==> src/rtl/alu_pkg.sv <==
// Shared definitions for the ALU blocks.
//   ALU_WIDTH : default operand/result width in bits
//   alu_op_e  : op_sel encodings (dec, sub, rsub, neg)
package alu_pkg;

  localparam int unsigned ALU_WIDTH = 8;

  typedef enum logic [1:0] {
    OP_DEC  = 2'b00,  // a - 1
    OP_SUB  = 2'b01,  // a - b
    OP_RSUB = 2'b10,  // b - a
    OP_NEG  = 2'b11   // 0 - a
  } alu_op_e;

endpackage

==> src/rtl/sub_alu_core.sv <==
// Combinational subtract-and-flags datapath.
//   minuend, subtrahend : WIDTH-bit operands
//   result              : minuend - subtrahend, modulo 2^WIDTH
//   borrow              : unsigned borrow (minuend < subtrahend)
//   zero                : result == 0
//   ovf                 : signed two's-complement overflow
module sub_alu_core
  import alu_pkg::*;
#(
  parameter int unsigned WIDTH = ALU_WIDTH
) (
  input  logic [WIDTH-1:0] minuend,
  input  logic [WIDTH-1:0] subtrahend,
  output logic [WIDTH-1:0] result,
  output logic             borrow,
  output logic             zero,
  output logic             ovf
);

  // Zero-extended by one bit so the top bit of the difference is the borrow.
  logic [WIDTH:0] diff;

  always_comb begin
    diff   = {1'b0, minuend} - {1'b0, subtrahend};
    result = diff[WIDTH-1:0];
    borrow = diff[WIDTH];
    zero   = (diff[WIDTH-1:0] == '0);
    // Overflow only possible when operand signs differ; it shows as the
    // result sign flipping away from the minuend sign.
    ovf    = (minuend[WIDTH-1] != subtrahend[WIDTH-1]) &&
             (diff[WIDTH-1] != minuend[WIDTH-1]);
  end

endmodule

==> src/rtl/sub_alu.sv <==
// Two-stage pipelined subtract ALU with valid/ready handshakes.
//   sysclk, rst_n        : clock, asynchronous active-low reset
//   in_valid, in_ready   : upstream handshake
//   op_sel, op_a, op_b   : operation and operands
//   out_valid, out_ready : downstream handshake
//   result, borrow, zero, ovf : registered difference and flags
//   op_count             : results accepted downstream, wraps at 16 bits
// S1 holds the decoded minuend/subtrahend pair; S2 holds result and flags.
module sub_alu
  import alu_pkg::*;
#(
  parameter int unsigned WIDTH = ALU_WIDTH
) (
  input  logic             sysclk,
  input  logic             rst_n,
  input  logic             in_valid,
  output logic             in_ready,
  input  logic [1:0]       op_sel,
  input  logic [WIDTH-1:0] op_a,
  input  logic [WIDTH-1:0] op_b,
  output logic             out_valid,
  input  logic             out_ready,
  output logic [WIDTH-1:0] result,
  output logic             borrow,
  output logic             zero,
  output logic             ovf,
  output logic [15:0]      op_count
);

  logic             s1_valid_q;
  logic [WIDTH-1:0] s1_min_q, s1_sub_q;
  logic             s2_valid_q;
  logic [WIDTH-1:0] s2_result_q;
  logic             s2_borrow_q, s2_zero_q, s2_ovf_q;
  logic [15:0]      count_q;

  logic             s2_ready, s1_advance, accept, retire;
  logic [WIDTH-1:0] dec_min, dec_sub;
  logic [WIDTH-1:0] core_result;
  logic             core_borrow, core_zero, core_ovf;

  // Handshake: a stage can take new content when empty or draining this cycle.
  always_comb begin
    s2_ready   = !s2_valid_q || out_ready;
    s1_advance = s1_valid_q && s2_ready;
    in_ready   = !s1_valid_q || s1_advance;
    accept     = in_valid && in_ready;
    retire     = s2_valid_q && out_ready;
  end

  // Map every operation onto a plain minuend - subtrahend.
  always_comb begin
    dec_min = op_a;
    dec_sub = op_b;
    case (alu_op_e'(op_sel))
      OP_DEC:  begin dec_min = op_a; dec_sub = WIDTH'(1); end
      OP_SUB:  begin dec_min = op_a; dec_sub = op_b;      end
      OP_RSUB: begin dec_min = op_b; dec_sub = op_a;      end
      OP_NEG:  begin dec_min = '0;   dec_sub = op_a;      end
      default: begin dec_min = op_a; dec_sub = op_b;      end
    endcase
  end

  sub_alu_core #(
    .WIDTH (WIDTH)
  ) u_core (
    .minuend    (s1_min_q),
    .subtrahend (s1_sub_q),
    .result     (core_result),
    .borrow     (core_borrow),
    .zero       (core_zero),
    .ovf        (core_ovf)
  );

  // Stage 1: operand registers. Data only loads on an accepted transfer, so
  // garbage on op_sel/op_a/op_b while idle never reaches state.
  always_ff @(posedge sysclk or negedge rst_n) begin
    if (!rst_n) begin
      s1_valid_q <= 1'b0;
      s1_min_q   <= '0;
      s1_sub_q   <= '0;
    end else begin
      if (in_ready) begin
        s1_valid_q <= in_valid;
      end
      if (accept) begin
        s1_min_q <= dec_min;
        s1_sub_q <= dec_sub;
      end
    end
  end

  // Stage 2: result and flags, held while downstream stalls.
  always_ff @(posedge sysclk or negedge rst_n) begin
    if (!rst_n) begin
      s2_valid_q  <= 1'b0;
      s2_result_q <= '0;
      s2_borrow_q <= 1'b0;
      s2_zero_q   <= 1'b0;
      s2_ovf_q    <= 1'b0;
    end else begin
      if (s2_ready) begin
        s2_valid_q <= s1_valid_q;
      end
      if (s1_advance) begin
        s2_result_q <= core_result;
        s2_borrow_q <= core_borrow;
        s2_zero_q   <= core_zero;
        s2_ovf_q    <= core_ovf;
      end
    end
  end

  always_ff @(posedge sysclk or negedge rst_n) begin
    if (!rst_n) begin
      count_q <= '0;
    end else if (retire) begin
      count_q <= count_q + 16'd1;
    end
  end

  always_comb begin
    out_valid = s2_valid_q;
    result    = s2_result_q;
    borrow    = s2_borrow_q;
    zero      = s2_zero_q;
    ovf       = s2_ovf_q;
    op_count  = count_q;
  end

endmodule

==> config.mk <==
export PLATFORM = sky130hd
export DESIGN_NAME = sub_alu
export DESIGN_NICKNAME = d
export VERILOG_FILES = /design/src/rtl/alu_pkg.sv /design/src/rtl/sub_alu_core.sv /design/src/rtl/sub_alu.sv
export SDC_FILE = /design/constraint.sdc
export NUM_CORES = 1
export LEC_CHECK = 0
export CAP_MARGIN = 0
export CORE_ASPECT_RATIO = 0.5
export CORE_MARGIN = 4
export CORE_UTILIZATION = 49
export CTS_BUF_LIST = sky130_fd_sc_hd__clkbuf_4 sky130_fd_sc_hd__clkbuf_8
export DETAILED_ROUTE_END_ITERATION = 10
export GPL_ROUTABILITY_DRIVEN = 1
export GPL_TIMING_DRIVEN = 0
export PLACE_DENSITY = 0.83
export SLEW_MARGIN = 20
export SYNTH_ARGS = -nofsm -noshare
export SYNTH_HDL_FRONTEND = slang
export SYNTH_HIERARCHICAL = 1
export SYNTH_SLANG_ARGS = --single-unit
==> constraint.sdc <==
create_clock -name sysclk -period 2.4 [get_ports sysclk]
set_input_delay 0.24 -clock sysclk [delete_from_list [all_inputs] [get_ports sysclk]]
set_output_delay 0.24 -clock sysclk [all_outputs]
set_load 0.02 [all_outputs]
Word-level counts from Yosys, hierarchy flattened
Cells that the tools add are included.

Register bits: 45. Input port bits: 22. Logic and storage cells: 30.

Reduce and logical (&&, ||, !) cells: 12. Equal/unequal tests: 5. Mux-type cells: 2. Add/subtract/negate cells: 2.

Operators with widths (count): one-hot mux 8 bit (3 select lines) (2); adder 16 x 1 -> 16 bit, second input constant (1); subtractor 8 x 8 -> 9 bit (1); logical NOT 8 bit (1); == test 2 bit, second input constant (2); logical AND 1 bit (4); OR reduction 2 bit (2); == test 2 x 1 -> 1 bit, second input constant (1); logical NOT 1 bit (2); logical NOT 2 bit (1); logical OR 1 bit (2); != test 1 bit (2).

Depth between registers and ports, before layout
Depth after elaboration: 5. Depth in mapped cells: 9. Mapped depth without buffers: 9.

Cells and area by module
Netlist, hierarchy kept.

By module, submodules not included: sub_alu (cells each 166, area each 2090.8 um^2, instances 1); sub_alu_core (cells each 57, area each 410.4 um^2, instances 1).

Worst setup path before layout
Ideal clock, no wire load.

Kind: register -> register. From: reg s1_min_q[0]. To: reg s2_zero_q (netlist: zero). Setup slack: 0.297 ns. Setup time: 0.066 ns. Period minus slack after synthesis: 2.103 ns. Data required time: 2.334 ns. Cell stages (with the launch flop): 9. Arrival time: 2.037 ns. Path buffers: 0. Cell sequence: dfrtp_1 -> inv_1 -> ha_1 -> fa_1 -> inv_1 -> or3_1 -> a221o_1 -> nor4_2 -> mux2_1.

Word-level cells in the longest chain between the ends: 2.

RTL lines: from (decl) (line sub_alu.sv:31) `logic [WIDTH-1:0] s1_min_q, s1_sub_q;`; from (signal assigned) (line sub_alu.sv:87) `s1_min_q <= dec_min;`; subtractor 8 x 8 -> 9 bit (line sub_alu_core.sv:24) `diff = {1'b0, minuend} - {1'b0, subtrahend};`; via core_result[1] (line sub_alu.sv:39) `logic [WIDTH-1:0] core_result;`; logical NOT 8 bit (line sub_alu_core.sv:27) `zero = (diff[WIDTH-1:0] == '0);`; via core_zero (line sub_alu.sv:40) `logic core_borrow, core_zero, core_ovf;`; to (signal assigned) (line sub_alu.sv:108) `s2_zero_q <= core_zero;`; to (decl) (line sub_alu.sv:34) `logic s2_borrow_q, s2_zero_q, s2_ovf_q;`.

The timed path passes the listed nets, and every way through them passes these cells. A chain may end at the register's enable or synchronous reset.

Worst setup path after layout
Ends and elaborated chain as after synthesis.

==> metrics.log <==
INFO  metric run_status = completed
INFO  metric cts.sinks = 45
INFO  metric async_reset_ff_frac = 1.00
INFO  metric critical_path.endpoint_type = register
INFO  metric timing.slew.headroom = 0.599
INFO  metric drt-initial-drc-count = 42
INFO  metric core.rowCount = 18
INFO  metric avgRoutedWirePerCell = 14.5 um
INFO  metric grt_pass1_wl = 8560 um
INFO  metric die_width = 109 um
INFO  metric synth-edff-count = 0
INFO  metric power.density = 847 nW/um2
INFO  metric ys_warn_count = 6
INFO  metric post_synth_instance_area = 2500 um2
INFO  metric cts_htree_levels = 2
INFO  metric ff2ff_path_depth = 9
INFO  metric post_cts_buffers = 0
INFO  metric worst-endpoint-required = 2630 ps
INFO  metric worst-r2r-setup-slack = 100 ps
INFO  metric synthDominantAreaCellType = dfrtp_1
INFO  metric period_minus_slack = 2300 ps
INFO  metric yosysSeqAreaShare = 0.450
INFO  metric detailedPlacementHpwl = 3830 um
INFO  metric globalRouteOverflowTotal = 0
INFO  metric synth-main-ff-cell = dfrtp_1
INFO  metric clock_skew = 5.55 ps
INFO  metric synth_area_per_cell = 11.2 um2
INFO  metric detailed_place.area = 3090 um2
INFO  metric path_delay_family = adder cells
INFO  metric route.vias.total = 1877
INFO  metric die_height = 58.5 um
INFO  metric place.gp.congestion = 0.777
INFO  metric routed_via_density = 5.33
INFO  metric detailedRoute.firstPassIterationCount = 4
INFO  metric timing.final.crit_share = 0.960
INFO  metric number_of_violations_of_the_max_capacitance_limit = 0
INFO  metric synth_top_cells_by_area = dfrtp_1 45%, a21oi_2 5.3%, a22oi_1 4.5%
INFO  metric flip_flop_and_latch_count_after_synthesis = 45
INFO  metric worst_ep_arrival_time = 2540 ps
INFO  metric clock_transition_time_at_the_flip_flop_clock_pins_of_the_worst_setup_and_hold_paths = 90 ps
INFO  metric criticalPathCategory = register to register
INFO  metric routed_wirelength = 5090 um
INFO  metric setup_viol_count_final = 0
INFO  metric worstReg2RegEnd = zero
INFO  metric postSynthCellCount = 223
INFO  metric final_net_count = 313
INFO  metric floorplan.initialDensity = 0.507
INFO  metric total_i_o_pin_count = 51
INFO  metric cts-buffers-inserted = 5
INFO  metric worst_setup_path_start_kind = register
INFO  metric critical_path.max_fanout = 4
INFO  metric detail-route-antenna-nets = 0
INFO  metric antenna_found_initial = 0
INFO  metric mappedNetlistNets = 255
INFO  metric sequential_cell_area = 1130 um2
INFO  metric drv_slew = 0
INFO  metric post-route-drc-count = 0
INFO  metric cp_slowest_cell = fa_1
INFO  metric worst_r2r_startpoint = s1_min_q[0]
INFO  metric multi_input_area = 1250 um2
INFO  metric clock_tree.buffer_depth = 2
INFO  metric hold_depth = 3
INFO  metric timing_hold_violations_final = 0
INFO  metric design.die.area = 6380 um2
INFO  metric synthDominantCellAreaShare = 0.450
INFO  metric total_routing_usage_reported_by_global_routing = 0.170
INFO  metric num_antenna_cells = 0
INFO  metric core_region_area = 4930 um2
INFO  metric finalHoldWorstSlack = 358 ps
INFO  metric path_cells = inv_1, ha_1, fa_1, nor2b_1, o31ai_2, a21oi_1, o21ba_2, nor4_2, mux2_1
INFO  metric worst_slew_pin_slew = 599 ps
INFO  metric synthTopCellsByCount = 45 x dfrtp_1, 15 x a21oi_2, 15 x a22oi_1, 15 x inv_1
INFO  metric post-synth-top-count-cell = dfrtp_1
INFO  metric ir_worst_vdd = 0.551 mV
INFO  metric worstHoldEndpoint = s1_sub_q[4]
INFO  metric finish.instance_area = 3200 um2
INFO  metric min-delay-start = op_sel[1]
INFO  metric clock_latency = 300 ps
INFO  metric first_global_vias = 1914
INFO  metric p_leak = 0.00135 uW
INFO  metric area_added_between_synthesis_and_finish = 27.8%
INFO  metric grt_start_max_net_pins = 33
INFO  metric place.port_buffers = 49
INFO  metric synth_cell_types = 47
INFO  metric fmax = 434 MHz
INFO  metric nFillCells = 403
INFO  metric cts_tree = done
INFO  metric final_layout_size_suffix_gt1_frac = 0.209
INFO  metric timing.hold.worst.class = input pin to register
INFO  metric cts_root_buf = clkbuf_8
INFO  metric cp.buffers_inverters = 1
INFO  metric crit_path_max_incr_delay = 430 ps
-- timing repair --
item	CTS	global route
endpoints found under the hold margin	13	0
setup endpoints to repair	0	1
hold buffers	1	0
gates resized for setup	0	1
-- sequential cells by signal, summed over array words and instances, names as in the netlist --
register / cells
zero: 1
out_valid: 1
borrow: 1
op_count: 16
s1_sub_q: 8
s1_valid_q: 1
result: 8
ovf: 1
s1_min_q: 8
-- placed cells by master (no fill, tap or decap), types with 4 or more instances in the layout --
cell type / instances
clkdlybuf4s50_1: 48
dfrtp_1: 45
a22oi_1: 15
a21oi_2: 15
inv_1: 15
nand2_1: 12
xnor2_1: 12
nor2_1: 11
mux2_1: 10
nor2_4: 10
ha_1: 9
xor2_1: 7
clkbuf_8: 5
nand3_1: 4
nor2_2: 4
-- worst register-to-register path: cells and delay by family, from the launching register on --
family	cells	cell delay, ps
compound gates	3	520
fa+ha+maj	2	670
buf+inv	1	60
flops	1	400
mux	1	170
simple gates	2	440
-- worst max-delay path by stage --
stage | start | end | slack [ps] | depth (start not counted)
floorplan | s1_min_q[0] | zero | 300 | 8
global placement | rst_n | op_count[1] | -60 | 1
detailed placement | s1_min_q[0] | zero | 160 | 8
CTS | s1_min_q[0] | zero | 140 | 8
global route | s1_min_q[0] | zero | -40 | 9
finish | s1_min_q[0] | zero | 100 | 9
-- report_power, final --
group	total, uW	switching, uW	internal [uW]
combinational	1140	564	578
clock	470	257	214
sequential	1090	157	936
-- metrics by stage --
stage	TNS, ps	worst slack (ps)	utilization	cells	total power, uW
2_1_floorplan	0	297	-	223	1790
3_3_place_gp	-2410	-55.9	0.624	342	2200
3_5_place_dp	0	160	0.627	343	2240
4_1_cts	0	136	0.647	352	2720
5_1_grt	-38.8	-38.8	0.648	352	2880
6_report	0	95.6	0.648	352	2710
-- kinds of logic after synthesis --
| family | after synthesis | share of synthesized area |
|---|---|---|
| simple gates | 67 | 0.176 |
| compound gates | 47 | 0.148 |
| buf+inv | 23 | 0.0520 |
| fa+ha+maj | 10 | 0.0530 |
| flops | 45 | 0.450 |
| mux | 12 | 0.0540 |
| xor+xnor | 19 | 0.0665 |
-- area by class of cell --
type	instances	area share
inverters	16	0.0188
clock inverters	2	0.00313
well taps	70	0.0274
flip-flops and latches	45	0.352
repair buffers	51	0.161
clock buffers	6	0.0239
multi-input cells	155	0.391
plain buffers	7	0.0219
-- routing by layer --
layer | routed length [um] | track usage | part of all wire | vias up
li1 | - | - | - | 887
met1 | 2250 | 0.213 | 0.44 | 948
met2 | 2640 | 0.303 | 0.52 | 38
met3 | 179 | 0.0438 | 0.035 | 4
met4 | 28 | 0.0342 | 0.0055 | 0
met5 | 0 | 0 | 0 | -
No activity file was read; power rests on OpenSTA's default activity.
